### src/rtl/snn_pkg.sv
// Shared definitions for the 1-D leaky integrate-and-fire spiking layer.
//
// Contents:
//   - bit offsets/widths of the fields packed into the 32-bit stream words
//     (position, channel, value) and into the configuration word
//   - the layer FSM state encoding
//   - the threshold loaded at reset
//
// Optional build macro used by the layer: SNN_LIF_REFRACTORY_EN
package snn_pkg;

    // Input/output stream word: {position[31:16], channel[15:8], value[7:0]}
    localparam int POS_LSB = 16;
    localparam int POS_W   = 16;
    localparam int CH_LSB  = 8;
    localparam int CH_W    = 8;
    localparam int VAL_LSB = 0;
    localparam int VAL_W   = 8;

    // Configuration word: {unused[31:20], leak_shift[19:16], threshold[15:0]}
    localparam int THR_LSB  = 0;
    localparam int THR_W    = 16;
    localparam int LEAK_LSB = 16;
    localparam int LEAK_W   = 4;

    localparam logic [THR_W-1:0] DEFAULT_THRESHOLD = 16'd200;

    typedef enum logic [2:0] {
        ST_ACCUM = 3'd0,   // integrate incoming pooled values
        ST_SWEEP = 3'd1,   // leak/compare one neuron per cycle
        ST_EMIT  = 3'd2,   // drain the hold register mid-sweep (tlast = 0)
        ST_FLUSH = 3'd3,   // drain the final held spike (tlast = 1)
        ST_DONE  = 3'd4    // one-cycle layer_done pulse
    } state_t;

endpackage

### src/rtl/snn_lif_neuron_update.sv
// Combinational membrane update for a single neuron. The layer time-multiplexes
// one instance of this block across all neurons during its sweep.
//
// Ports:
//   v           in   current membrane potential
//   threshold   in   firing threshold (zero-extended for the compare)
//   leak_shift  in   leak amount: v' = v - (v >> leak_shift); 0 disables leak
//   refractory  in   neuron fired last sweep: it may not fire, vmem is cleared
//   v_next      out  membrane potential to write back
//   fire        out  neuron emits a spike this sweep
module snn_lif_neuron_update #(
    parameter int VMEM_WIDTH = 16
) (
    input  logic [VMEM_WIDTH-1:0] v,
    input  logic [15:0]           threshold,
    input  logic [3:0]            leak_shift,
    input  logic                  refractory,
    output logic [VMEM_WIDTH-1:0] v_next,
    output logic                  fire
);

    // Compare at the wider of the two operand widths so neither side truncates.
    localparam int CW = (VMEM_WIDTH > 16) ? VMEM_WIDTH : 16;

    logic [VMEM_WIDTH-1:0] v_leak;
    logic [CW-1:0]         v_cmp;
    logic [CW-1:0]         thr_cmp;

    always_comb begin
        v_leak = v;
        // Shift of zero would subtract v from itself; zero means "no leak".
        if (leak_shift != 4'd0) begin
            v_leak = v - (v >> leak_shift);
        end
        v_cmp   = CW'(v_leak);
        thr_cmp = CW'(threshold);

        fire   = 1'b0;
        v_next = v_leak;
        if (refractory) begin
            v_next = '0;
        end else if (v_cmp >= thr_cmp) begin
            fire   = 1'b1;
            v_next = '0;
        end
    end

endmodule

### src/rtl/snn_lif1d.sv
// 1-D leaky integrate-and-fire spiking layer.
//
// Pooled values arrive as {position, channel, value} beats and are integrated
// into per-neuron membrane potentials. A beat with tlast ends the timestep:
// the layer then sweeps all neurons in ascending index order, applies leak,
// fires neurons at or above threshold and streams spikes out as
// {position, channel, 8'd1}; the final spike of a timestep carries tlast.
//
// Build option: define SNN_LIF_REFRACTORY_EN to give every neuron a
// refractory bit (a neuron that fired cannot fire on the following sweep).
//
// Ports:
//   clk, rst_n                  clock, asynchronous active-low reset
//   enable                      low: no input accepted, FSM frozen
//   s_axis_input_*              pooled-value input stream (tlast = end of timestep)
//   m_axis_output_*             spike output stream
//   config_valid, config_data   threshold[15:0], leak_shift[19:16]; ACCUM only
//   busy                        high during SWEEP, EMIT and FLUSH
//   layer_done                  one-cycle pulse after each timestep's sweep
//
// Handshake: both streams use valid/ready; a beat transfers on a rising edge
// where valid && ready. The output beat (valid, data, last) is held stable
// until it transfers; while enable is low the output valid is masked so that
// nothing transfers while the FSM is frozen.
module snn_lif1d
    import snn_pkg::*;
#(
    parameter int INPUT_LENGTH   = 8,
    parameter int INPUT_CHANNELS = 4,
    parameter int VMEM_WIDTH     = 16
) (
    input  logic        clk,
    input  logic        rst_n,
    input  logic        enable,
    input  logic        s_axis_input_tvalid,
    output logic        s_axis_input_tready,
    input  logic        s_axis_input_tlast,
    input  logic [31:0] s_axis_input_tdata,
    output logic        m_axis_output_tvalid,
    input  logic        m_axis_output_tready,
    output logic        m_axis_output_tlast,
    output logic [31:0] m_axis_output_tdata,
    input  logic        config_valid,
    input  logic [31:0] config_data,
    output logic        busy,
    output logic        layer_done
);

    localparam int NUM_NEURONS = INPUT_LENGTH * INPUT_CHANNELS;
    localparam int IDX_W       = (NUM_NEURONS > 1) ? $clog2(NUM_NEURONS) : 1;
    localparam logic [IDX_W-1:0] LAST_IDX = IDX_W'(NUM_NEURONS - 1);

    state_t state;
    state_t state_next;

    logic [VMEM_WIDTH-1:0] vmem [NUM_NEURONS];
    logic [THR_W-1:0]      threshold;
    logic [LEAK_W-1:0]     leak_shift;

    // Sweep position: flat index plus the matching (position, channel) pair,
    // kept as counters so no divider is needed to label spikes.
    logic [IDX_W-1:0] idx;
    logic [POS_W-1:0] sw_pos;
    logic [CH_W-1:0]  sw_ch;

    // One-entry spike hold register plus the spike waiting behind it in EMIT.
    logic             hold_valid;
    logic [POS_W-1:0] hold_pos;
    logic [CH_W-1:0]  hold_ch;
    logic [POS_W-1:0] pend_pos;
    logic [CH_W-1:0]  pend_ch;
    logic             sweep_last;  // EMIT was entered from the final neuron

`ifdef SNN_LIF_REFRACTORY_EN
    logic [NUM_NEURONS-1:0] refr;
`endif

    // ---------------- input decode and saturating accumulate ----------------
    logic [POS_W-1:0]    in_pos;
    logic [CH_W-1:0]     in_ch;
    logic [VAL_W-1:0]    in_val;
    logic                in_in_range;
    logic [31:0]         in_idx_wide;
    logic [IDX_W-1:0]    in_idx;
    logic                in_accept;
    logic [VMEM_WIDTH:0] acc_sum;
    logic [VMEM_WIDTH-1:0] acc_sat;

    always_comb begin
        in_pos      = s_axis_input_tdata[POS_LSB +: POS_W];
        in_ch       = s_axis_input_tdata[CH_LSB +: CH_W];
        in_val      = s_axis_input_tdata[VAL_LSB +: VAL_W];
        in_in_range = (32'(in_pos) < 32'(INPUT_LENGTH)) &&
                      (32'(in_ch) < 32'(INPUT_CHANNELS));
        in_idx_wide = 32'(in_pos) * 32'(INPUT_CHANNELS) + 32'(in_ch);
        in_idx      = in_idx_wide[IDX_W-1:0];
        in_accept   = (state == ST_ACCUM) && enable && s_axis_input_tvalid;
        acc_sum     = {1'b0, vmem[in_idx]} + (VMEM_WIDTH+1)'(in_val);
        acc_sat     = acc_sum[VMEM_WIDTH] ? '1 : acc_sum[VMEM_WIDTH-1:0];
    end

    logic unused_bits;
    assign unused_bits = ^{in_idx_wide[31:IDX_W], config_data[31:LEAK_LSB+LEAK_W]};

    // ---------------- shared neuron update ----------------
    logic [VMEM_WIDTH-1:0] upd_v;
    logic                  upd_fire;
    logic                  upd_refr;

`ifdef SNN_LIF_REFRACTORY_EN
    assign upd_refr = refr[idx];
`else
    assign upd_refr = 1'b0;
`endif

    snn_lif_neuron_update #(
        .VMEM_WIDTH (VMEM_WIDTH)
    ) u_update (
        .v          (vmem[idx]),
        .threshold  (threshold),
        .leak_shift (leak_shift),
        .refractory (upd_refr),
        .v_next     (upd_v),
        .fire       (upd_fire)
    );

    // ---------------- FSM ----------------
    logic out_show;
    logic out_hs;

    always_ff @(posedge clk or negedge rst_n) begin
        if (!rst_n) begin
            state <= ST_ACCUM;
        end else begin
            state <= state_next;
        end
    end

    always_comb begin
        state_next           = state;
        s_axis_input_tready  = 1'b0;
        m_axis_output_tvalid = 1'b0;
        m_axis_output_tlast  = 1'b0;
        m_axis_output_tdata  = '0;
        busy                 = 1'b0;
        layer_done           = 1'b0;
        out_show             = 1'b0;

        case (state)
            ST_ACCUM: begin
                s_axis_input_tready = enable;
                if (in_accept && s_axis_input_tlast) begin
                    state_next = ST_SWEEP;
                end
            end
            ST_SWEEP: begin
                busy = 1'b1;
                if (enable) begin
                    if (upd_fire && hold_valid) begin
                        state_next = ST_EMIT;
                    end else if (idx == LAST_IDX) begin
                        state_next = ST_FLUSH;
                    end
                end
            end
            ST_EMIT: begin
                busy     = 1'b1;
                out_show = 1'b1;
                if (enable && m_axis_output_tready) begin
                    state_next = sweep_last ? ST_FLUSH : ST_SWEEP;
                end
            end
            ST_FLUSH: begin
                // Always visited so a timestep costs the same minimum latency
                // whether or not anything fired.
                busy                = 1'b1;
                out_show            = hold_valid;
                m_axis_output_tlast = hold_valid;
                if (enable && (!hold_valid || m_axis_output_tready)) begin
                    state_next = ST_DONE;
                end
            end
            ST_DONE: begin
                layer_done = enable;
                if (enable) begin
                    state_next = ST_ACCUM;
                end
            end
            default: state_next = ST_ACCUM;
        endcase

        m_axis_output_tvalid = out_show && enable;
        if (out_show) begin
            m_axis_output_tdata = {hold_pos, hold_ch, 8'd1};
        end
    end

    assign out_hs = m_axis_output_tvalid && m_axis_output_tready;

    // ---------------- datapath ----------------
    always_ff @(posedge clk or negedge rst_n) begin
        if (!rst_n) begin
            threshold  <= DEFAULT_THRESHOLD;
            leak_shift <= '0;
            idx        <= '0;
            sw_pos     <= '0;
            sw_ch      <= '0;
            hold_valid <= 1'b0;
            hold_pos   <= '0;
            hold_ch    <= '0;
            pend_pos   <= '0;
            pend_ch    <= '0;
            sweep_last <= 1'b0;
            for (int i = 0; i < NUM_NEURONS; i++) begin
                vmem[i] <= '0;
            end
`ifdef SNN_LIF_REFRACTORY_EN
            refr <= '0;
`endif
        end else if (enable) begin
            case (state)
                ST_ACCUM: begin
                    if (config_valid) begin
                        threshold  <= config_data[THR_LSB +: THR_W];
                        leak_shift <= config_data[LEAK_LSB +: LEAK_W];
                    end
                    // Out-of-range beats are consumed but leave vmem untouched.
                    if (in_accept && in_in_range) begin
                        vmem[in_idx] <= acc_sat;
                    end
                    if (in_accept && s_axis_input_tlast) begin
                        idx    <= '0;
                        sw_pos <= '0;
                        sw_ch  <= '0;
                    end
                end
                ST_SWEEP: begin
                    vmem[idx] <= upd_v;
`ifdef SNN_LIF_REFRACTORY_EN
                    refr[idx] <= upd_fire;
`endif
                    idx <= idx + IDX_W'(1);
                    if (sw_ch == CH_W'(INPUT_CHANNELS - 1)) begin
                        sw_ch  <= '0;
                        sw_pos <= sw_pos + 16'd1;
                    end else begin
                        sw_ch <= sw_ch + 8'd1;
                    end
                    if (upd_fire) begin
                        if (hold_valid) begin
                            pend_pos   <= sw_pos;
                            pend_ch    <= sw_ch;
                            sweep_last <= (idx == LAST_IDX);
                        end else begin
                            hold_valid <= 1'b1;
                            hold_pos   <= sw_pos;
                            hold_ch    <= sw_ch;
                        end
                    end
                end
                ST_EMIT: begin
                    if (out_hs) begin
                        hold_pos <= pend_pos;
                        hold_ch  <= pend_ch;
                    end
                end
                ST_FLUSH: begin
                    if (out_hs) begin
                        hold_valid <= 1'b0;
                    end
                end
                default: ;
            endcase
        end
    end

endmodule

### config.mk
export PLATFORM = sky130hd
export DESIGN_NAME = snn_lif1d
export DESIGN_NICKNAME = d
export VERILOG_FILES = /design/src/rtl/snn_pkg.sv /design/src/rtl/snn_lif_neuron_update.sv /design/src/rtl/snn_lif1d.sv
export SDC_FILE = /design/constraint.sdc
export NUM_CORES = 2
export LEC_CHECK = 0
export CORE_UTILIZATION = 51
export CTS_BUF_LIST = sky130_fd_sc_hd__clkbuf_4 sky130_fd_sc_hd__clkbuf_8 sky130_fd_sc_hd__clkbuf_16
export CTS_CLUSTER_DIAMETER = 60
export DETAILED_ROUTE_END_ITERATION = 8
export DONT_BUFFER_PORTS = 1
export MAX_ROUTING_LAYER = met4
export PLACE_DENSITY = 0.65
export SYNTH_ARGS = -nofsm -noshare
export SYNTH_HDL_FRONTEND = slang
export SYNTH_SLANG_ARGS = --single-unit
### constraint.sdc
create_clock -name clk -period 18 [get_ports clk]
set_clock_uncertainty 0.2 [all_clocks]
set_input_delay 3.6 -clock clk [delete_from_list [all_inputs] [get_ports clk]]
set_output_delay 3.6 -clock clk [all_outputs]
set_load 0.005 [all_outputs]
# Word-level counts from Yosys, hierarchy flattened

Cells that the tools add are included.

Add/sub/neg operators: 6
Magnitude comparators: 7
Equal/unequal tests: 18
Shifts and indexed selects: 1
Muxes and demuxes: 52
Bitwise logic cells: 2
Reduce and logical (&&, ||, !) cells: 28

Operators by type and width:

| kind                                                                   | count |
|---|---|
| 512-bit bitwise mux                                                    | 2 |
| 512-bit one-hot mux with 2 select lines                                | 1 |
| 512-bit 2-to-1 mux                                                     | 1 |
| 16-bit 2-to-1 mux                                                      | 14 |
| 16-bit binary-select mux with 5-bit select                             | 2 |
| 16-bit demux with 5-bit select                                         | 2 |
| 16-bit one-hot mux with 2 select lines                                 | 2 |
| 8-bit 2-to-1 mux                                                       | 5 |
| 32-bit 2-to-1 mux                                                      | 1 |
| 8-bit one-hot mux with 2 select lines                                  | 2 |
| 3-bit 2-to-1 mux                                                       | 7 |
| 2-bit != test (second input constant)                                  | 9 |
| 16-bit by 8-bit adder with 17-bit output                               | 1 |
| 16-bit by 1-bit adder with 16-bit output (second input constant)       | 1 |
| 16-bit greater-or-equal comparator                                     | 1 |
| 16-bit by 4-bit < comparator with 1-bit output (second input constant) | 1 |
| 16-bit by 4-bit right shift with 16-bit output                         | 1 |
| 16-bit subtractor                                                      | 1 |
| 3-bit one-hot mux with 5 select lines                                  | 1 |
| 6-bit greater-or-equal comparator (second input constant)              | 2 |
| 1-bit logical AND                                                      | 12 |
| 6-bit by 1-bit < comparator with 1-bit output (second input constant)  | 2 |
| 5-bit NOT with 6-bit output                                            | 2 |
| 4-bit AND reduction                                                    | 3 |
| other kinds (25)                                                       | 38 |

Flip-flop bits (word level): 614
Input bits: 71
Word-level logic and storage cells: 158

# Longest topological paths before layout

Depth in word-level cells: 13
Mapped depth: 34
Depth with buffers taken out: 27

# By module

Synthesis repeated with hierarchy kept, for this count alone.

Cell total of the unflattened synthesis: 3935
Area total of the unflattened synthesis: 38814.7 µm²

Modules (own cells, without submodules):

| module                | instances | cells each | area each (µm²) | sequential area each (µm²) |
|---|---|---|---|---|
| snn_lif1d             | 1         | 3629       | 36692.7         | 15368.5 |
| snn_lif_neuron_update | 1         | 306        | 2122.0          | 0.0 |

# Least setup slack after synthesis

Ideal clock, no wire load.

Path type: input port to flip-flop
From: in s_axis_input_tdata[8]
To: reg vmem[14] in the netlist's numbering
Data arrival time: 8561 ps
Data required time: 17674 ps
Setup slack: 9113 ps
Cell stages on the path: 19
Cells stage by stage: buf_4 buf_6 buf_6 buf_2 buf_1 buf_1 mux4_2 a22oi_1 nand4_1 ha_1 nor2b_1 o21ai_0 a21o_1 a31oi_1 and2_1 buf_2 a31oi_2 buf_2 a221o_1

Word-level cells in the longest chain between the ends: 10
Elaborated cells between the ends (all ways): 20
Classes of those cells: 2 x add/sub; 3 x order compare; 1 x eq/ne; 9 x mux; 1 x bitwise; 4 x reduce/logical

Ends and longest elaborated chain:

| what                                                 | line                              | RTL |
|---|---|---|
| start: declaration                                   | snn_lif1d.sv:38                   | `input logic [31:0] s_axis_input_tdata,` |
| 5-bit adder                                          | snn_lif1d.sv:95                   | `in_idx_wide = 32'(in_pos) * 32'(INPUT_CHANNELS) + 32'(in_ch);` |
| 5-bit NOT with 6-bit output (implied by the code)    | snn_lif1d.sv:98, snn_lif1d.sv:229 |  |
| 16-bit binary-select mux with 5-bit select           | snn_lif1d.sv:98                   | `acc_sum = {1'b0, vmem[in_idx]} + (VMEM_WIDTH+1)'(in_val);` |
| 16-bit 2-to-1 mux (implied by the code) (2 in a row) | snn_lif1d.sv:98                   |  |
| 16-bit by 8-bit adder with 17-bit output             | snn_lif1d.sv:98                   |  |
| 16-bit 2-to-1 mux                                    | snn_lif1d.sv:99                   | `acc_sat = acc_sum[VMEM_WIDTH] ? '1 : acc_sum[VMEM_WIDTH-1:0];` |
| 512-bit bitwise mux                                  | snn_lif1d.sv:229                  | `vmem[in_idx] <= acc_sat;` |
| 512-bit 2-to-1 mux                                   | snn_lif1d.sv:228                  | `if (in_accept && in_in_range) begin` |
| 512-bit one-hot mux with 2 select lines              | snn_lif1d.sv:221                  | `case (state)` |
| end signal: indexed assignment                       | snn_lif1d.sv:229                  |  |
| end signal: indexed assignment                       | snn_lif1d.sv:238                  | `vmem[idx] <= upd_v;` |
| end: declaration                                     | snn_lif1d.sv:56                   | `logic [VMEM_WIDTH-1:0] vmem [NUM_NEURONS];` |

Parallel ways exist; a longest one is shown, timed or not. The select of a mux whose other input is x is not followed.
A chain may end at the register's enable or synchronous reset.

# Worst setup path after layout

From: reg idx[0]
To: reg vmem[369] in the netlist's numbering

Word-level cells in the longest chain between the ends: 11
Elaborated cells between the ends (all ways): 16
Classes of those cells: 1 x add/sub; 3 x order compare; 1 x shift; 9 x mux; 1 x bitwise; 1 x reduce/logical

Ends and longest elaborated chain:

| what                                                 | line                               | RTL |
|---|---|---|
| start: declaration                                   | snn_lif1d.sv:62                    | `logic [IDX_W-1:0] idx;` |
| start signal: assignment                             | snn_lif1d.sv:242                   | `idx <= idx + IDX_W'(1);` |
| 5-bit NOT with 6-bit output (implied by the code) *  | snn_lif1d.sv:119, snn_lif1d.sv:238 |  |
| 16-bit binary-select mux with 5-bit select           | snn_lif1d.sv:119                   | `.v (vmem[idx]),` |
| 16-bit 2-to-1 mux (implied by the code) (2 in a row) | snn_lif1d.sv:119                   |  |
| 16-bit by 4-bit right shift with 16-bit output       | snn_lif_neuron_update.sv:33        | `v_leak = v - (v >> leak_shift);` |
| 16-bit subtractor                                    | snn_lif_neuron_update.sv:33        |  |
| 16-bit 2-to-1 mux                                    | snn_lif_neuron_update.sv:32        | `if (leak_shift != 4'd0) begin` |
| 16-bit greater-or-equal comparator                   | snn_lif_neuron_update.sv:42        | `end else if (v_cmp >= thr_cmp) begin` |
| 16-bit 2-to-1 mux                                    | snn_lif_neuron_update.sv:42        |  |
| 512-bit bitwise mux *                                | snn_lif1d.sv:238                   |  |
| 512-bit one-hot mux with 2 select lines *            | snn_lif1d.sv:221                   |  |

Mark *: on every way between the ends. The rest lies on a longest branch, timed or not. The select of a mux whose other input is x is not followed.

==> summary.md <==
| Metric | Value |
|---|---|
| Status | `complete, but fails checks` |
| Failing checks | `slew limit` |
| Die area | `about 77,000 um^2` |
| Hold wc startpoint | `threshold[10]$_DFFE_PN0P_` |
| R2R setup slack | `between 4 and 5 ns` |
| Setup ws final | `roughly 4.8 ns` |
| Synth async-reset ratio | `1.000` |
| DR vias | `35,383` |
| Final Setup Violations | `0` |
| Worst r2r dst | `vmem[369]$_DFFE_PN0P_` |
| RePlAce Congestion | `1.014` |
| Pins Over Slew Limit | `about 320` |
| Tcrit/Tclk final | `0.7309` |
| DRC violations left | `0` |
| Critical Path AT | `13.54 ns` |
| # nets final | `3,669` |
| Critical Path Start | `idx[0]$_DFFE_PN0P_` |
| CP Capture Type | `register` |
| CTS tree | `yes` |
| Req. time, crit path | `18.38 ns` |
| Cell variety after synth | `76` |
| H-tree lvl count | `3` |
| Post-CTS Repair Setup Buffers | `0` |
| Hold Crit Class | `register to register` |
| 1st-iter DRT viols | `6,312` |
| Relative slew slack | `-0.6543` |
| DRT Pass-1 Iters | `9` |
| Smallest hold slack | `0.3056 ns` |
| CTS Buffer Depth | `3` |
| Synth warn | `0` |
| IO buf count | `0` |
| Grt ovf | `0` |
| Root Driver | `clkbuf_16` |
| Reg-to-Reg Start | `idx[0]$_DFFE_PN0P_` |
| Most frequent cells in the layout | `609 x dfrtp_1, 317 x nand2_1, 306 x nand3_1` |
| Startpoint Class | `register` |
| Post-Synthesis Cells | `about 3,800` |
| Min Tclk post-route | `approximately 13 ns` |
| Clock Latency Late Sink | `between 0.6 and 0.7 ns` |
| Area grow syn2layout | `7.977%` |
| Layout cells sized above 1 | `0.1823` |
| Max cap viols | `0` |
| Vias in the first global route | `34,476` |
| Final ANT Viol Nets | `0` |
| Clock slew at the register clock pins of the worst setup and hold paths | `around 0.06 ns` |
| DRT Wirelength | `around 150,000 um` |
| F_max | `between 0.07 and 0.08 GHz` |
| First-pass GRT wire length | `between 200,000 and 250,000 um` |
| Worst r2r path cells | `26` |
| Die Span Y | `roughly 280 um` |
| CTS Hold Bufs | `0` |
| Most common cell after layout, fill and taps aside | `dfrtp_1` |
| GRT Util Overall | `0.4100` |
| CTS buffer count | `between 70 and 80` |
| Drt wl/cell | `roughly 34 um` |
| Clk sinks | `between 600 and 700` |
| Mapped cell area | `just under 40,000 um^2` |
| Ys flop type | `dfrtp_1` |
| Critical path class | `register to register` |
| Via density | `about 7.7` |
| I/O pin count | `roughly 110` |
| Initial Util | `0.5190` |
| Initial antenna violation count | `4` |
| Worst-margin pin slew | `2.481 ns` |
| EDFF count, synth | `0` |
| Width of the die | `around 280 um` |
| Final TNS setup | `0 ns` |
| Final hold vios | `0` |
| DP Wirelength | `97,110 um` |
| Mean Syn Cell Area | `around 10 um^2` |
| Register area share after synthesis | `0.3951` |
| Row cnt | `100` |
| Post-CTS sizing | `0` |
| Core area | `~75,000 um^2` |
| Pin count of the biggest net entering global routing | `approximately 620` |
| Critical path peak fanout | `100` |
| Worst Setup EP | `vmem[369]$_DFFE_PN0P_` |
| Pre-CTS setup slack | `around 5.3 ns` |
| Unrepaired setup endpoints after global routing | `no` |
| Synthesized flop and latch total | `614` |
[registers in the layout, indices dropped and copies added, names as in the netlist]
signal / count
sw_pos: 16
hold_pos: 16
pend_pos: 16
threshold: 16
sweep_last: 1
vmem: 512
pend_ch: 8
hold_valid: 1
sw_ch: 8
idx: 5
leak_shift: 4
hold_ch: 8
state: 3
[worst max-delay path, cell delays in order, from the launching register on]
cell	delay [ns]
dfrtp_4	0.81
buf_4	0.63
buf_4	0.79
mux4_2	0.60
a22oi_1	0.45
nand4_1	0.56
mux4_2	0.62
mux4_2	0.50
inv_1	0.08
ha_1	0.27
o21ai_0	0.33
nor4_1	0.14
o41ai_1	0.63
a211oi_1	0.18
or3_1	0.37
a31oi_4	1.02
inv_1	0.11
ha_1	0.33
a2111o_1	0.39
a2111o_1	0.41
a2111o_1	0.56
nand2_4	0.51
buf_4	0.86
buf_4	0.96
nand3_1	0.20
o21ai_0	0.16
a22o_1	0.17
[cell usage after synthesis (all sizes together) (7+ instances only)]
cell | number | share of area
o21ai | 356 | 0.046
and2 | 33 | 0.0053
nand3 | 307 | 0.040
a21o | 13 | 0.0025
mux2 | 51 | 0.015
nor4 | 11 | 0.0026
and3 | 15 | 0.0024
a32oi | 33 | 0.0074
a21oi | 53 | 0.0069
xor2 | 24 | 0.0054
inv | 49 | 0.0047
a31oi | 19 | 0.0062
o211ai | 35 | 0.0068
nand2b | 10 | 0.0016
xnor2 | 12 | 0.0027
buf | 107 | 0.016
clkbuf | 293 | 0.028
a211oi | 11 | 0.0021
mux4 | 261 | 0.15
nand2 | 321 | 0.031
nor3 | 147 | 0.019
ha | 48 | 0.015
a22oi | 101 | 0.019
a221o | 129 | 0.033
o221ai | 65 | 0.019
or3 | 7 | 0.0011
dfrtp | 611 | 0.39
a22o | 286 | 0.064
nand4 | 31 | 0.0050
nor2 | 205 | 0.020
mux2i | 32 | 0.0082
[metrics by stage]
| step | instances | util | instance area (um^2) |
|---|---|---|---|
| floorplan | 3756 | - | 38920 |
| global placement | 4440 | 0.5278 | 39560 |
| detailed placement | 4440 | 0.5278 | 39560 |
| CTS | 4572 | 0.5603 | 42000 |
| global route | 4575 | 0.5604 | 42000 |
| finish | 4575 | 0.5604 | 42000 |
[metal layers]
metal / part of all wire / global-route usage
met1: 0.36 / 0.5169
met2: 0.43 / 0.5659
met3: 0.15 / 0.1453
met4: 0.069 / 0.2434
met5: 0 / -
[layout make-up]
class / count / area, um^2
well taps: 969 / 1212
clock buffers: 107 / 2187
diodes: 3 / 7.507
clock inverters: 25 / 250.2
inverters: 50 / 187.7
fillers: 6346 / 32940
repair buffers: 115 / 875.8
multi-input cells: 2692 / 21910
flip-flops and latches: 614 / 15380
[cell families after synthesis]
logic type / count (synthesis) / synth area share
mux: 344 / 0.1742
fa+ha+maj: 51 / 0.01698
simple gates: 1121 / 0.1346
compound gates: 1131 / 0.2209
flops: 614 / 0.3951
other cells: 1 / 0.00009640
xor+xnor: 38 / 0.009360
buf+inv: 450 / 0.04876
[how the worst min path moves through the flow]
stage	end	slack, ns	depth (start not counted)
finish	threshold[10]$_DFFE_PN0P_	0.31	1
global route	pend_pos[12]$_DFFE_PN0P_	0.32	1
CTS	vmem[400]$_DFFE_PN0P_	0.30	2
detailed placement	vmem[400]$_DFFE_PN0P_	0.29	2
global placement	vmem[112]$_DFFE_PN0P_	0.28	2
floorplan	vmem[272]$_DFFE_PN0P_	0.26	2
Power is left out: the tool's default activity adds up to more than one toggle a clock period on the data nets, which glitch-free logic cannot reach.
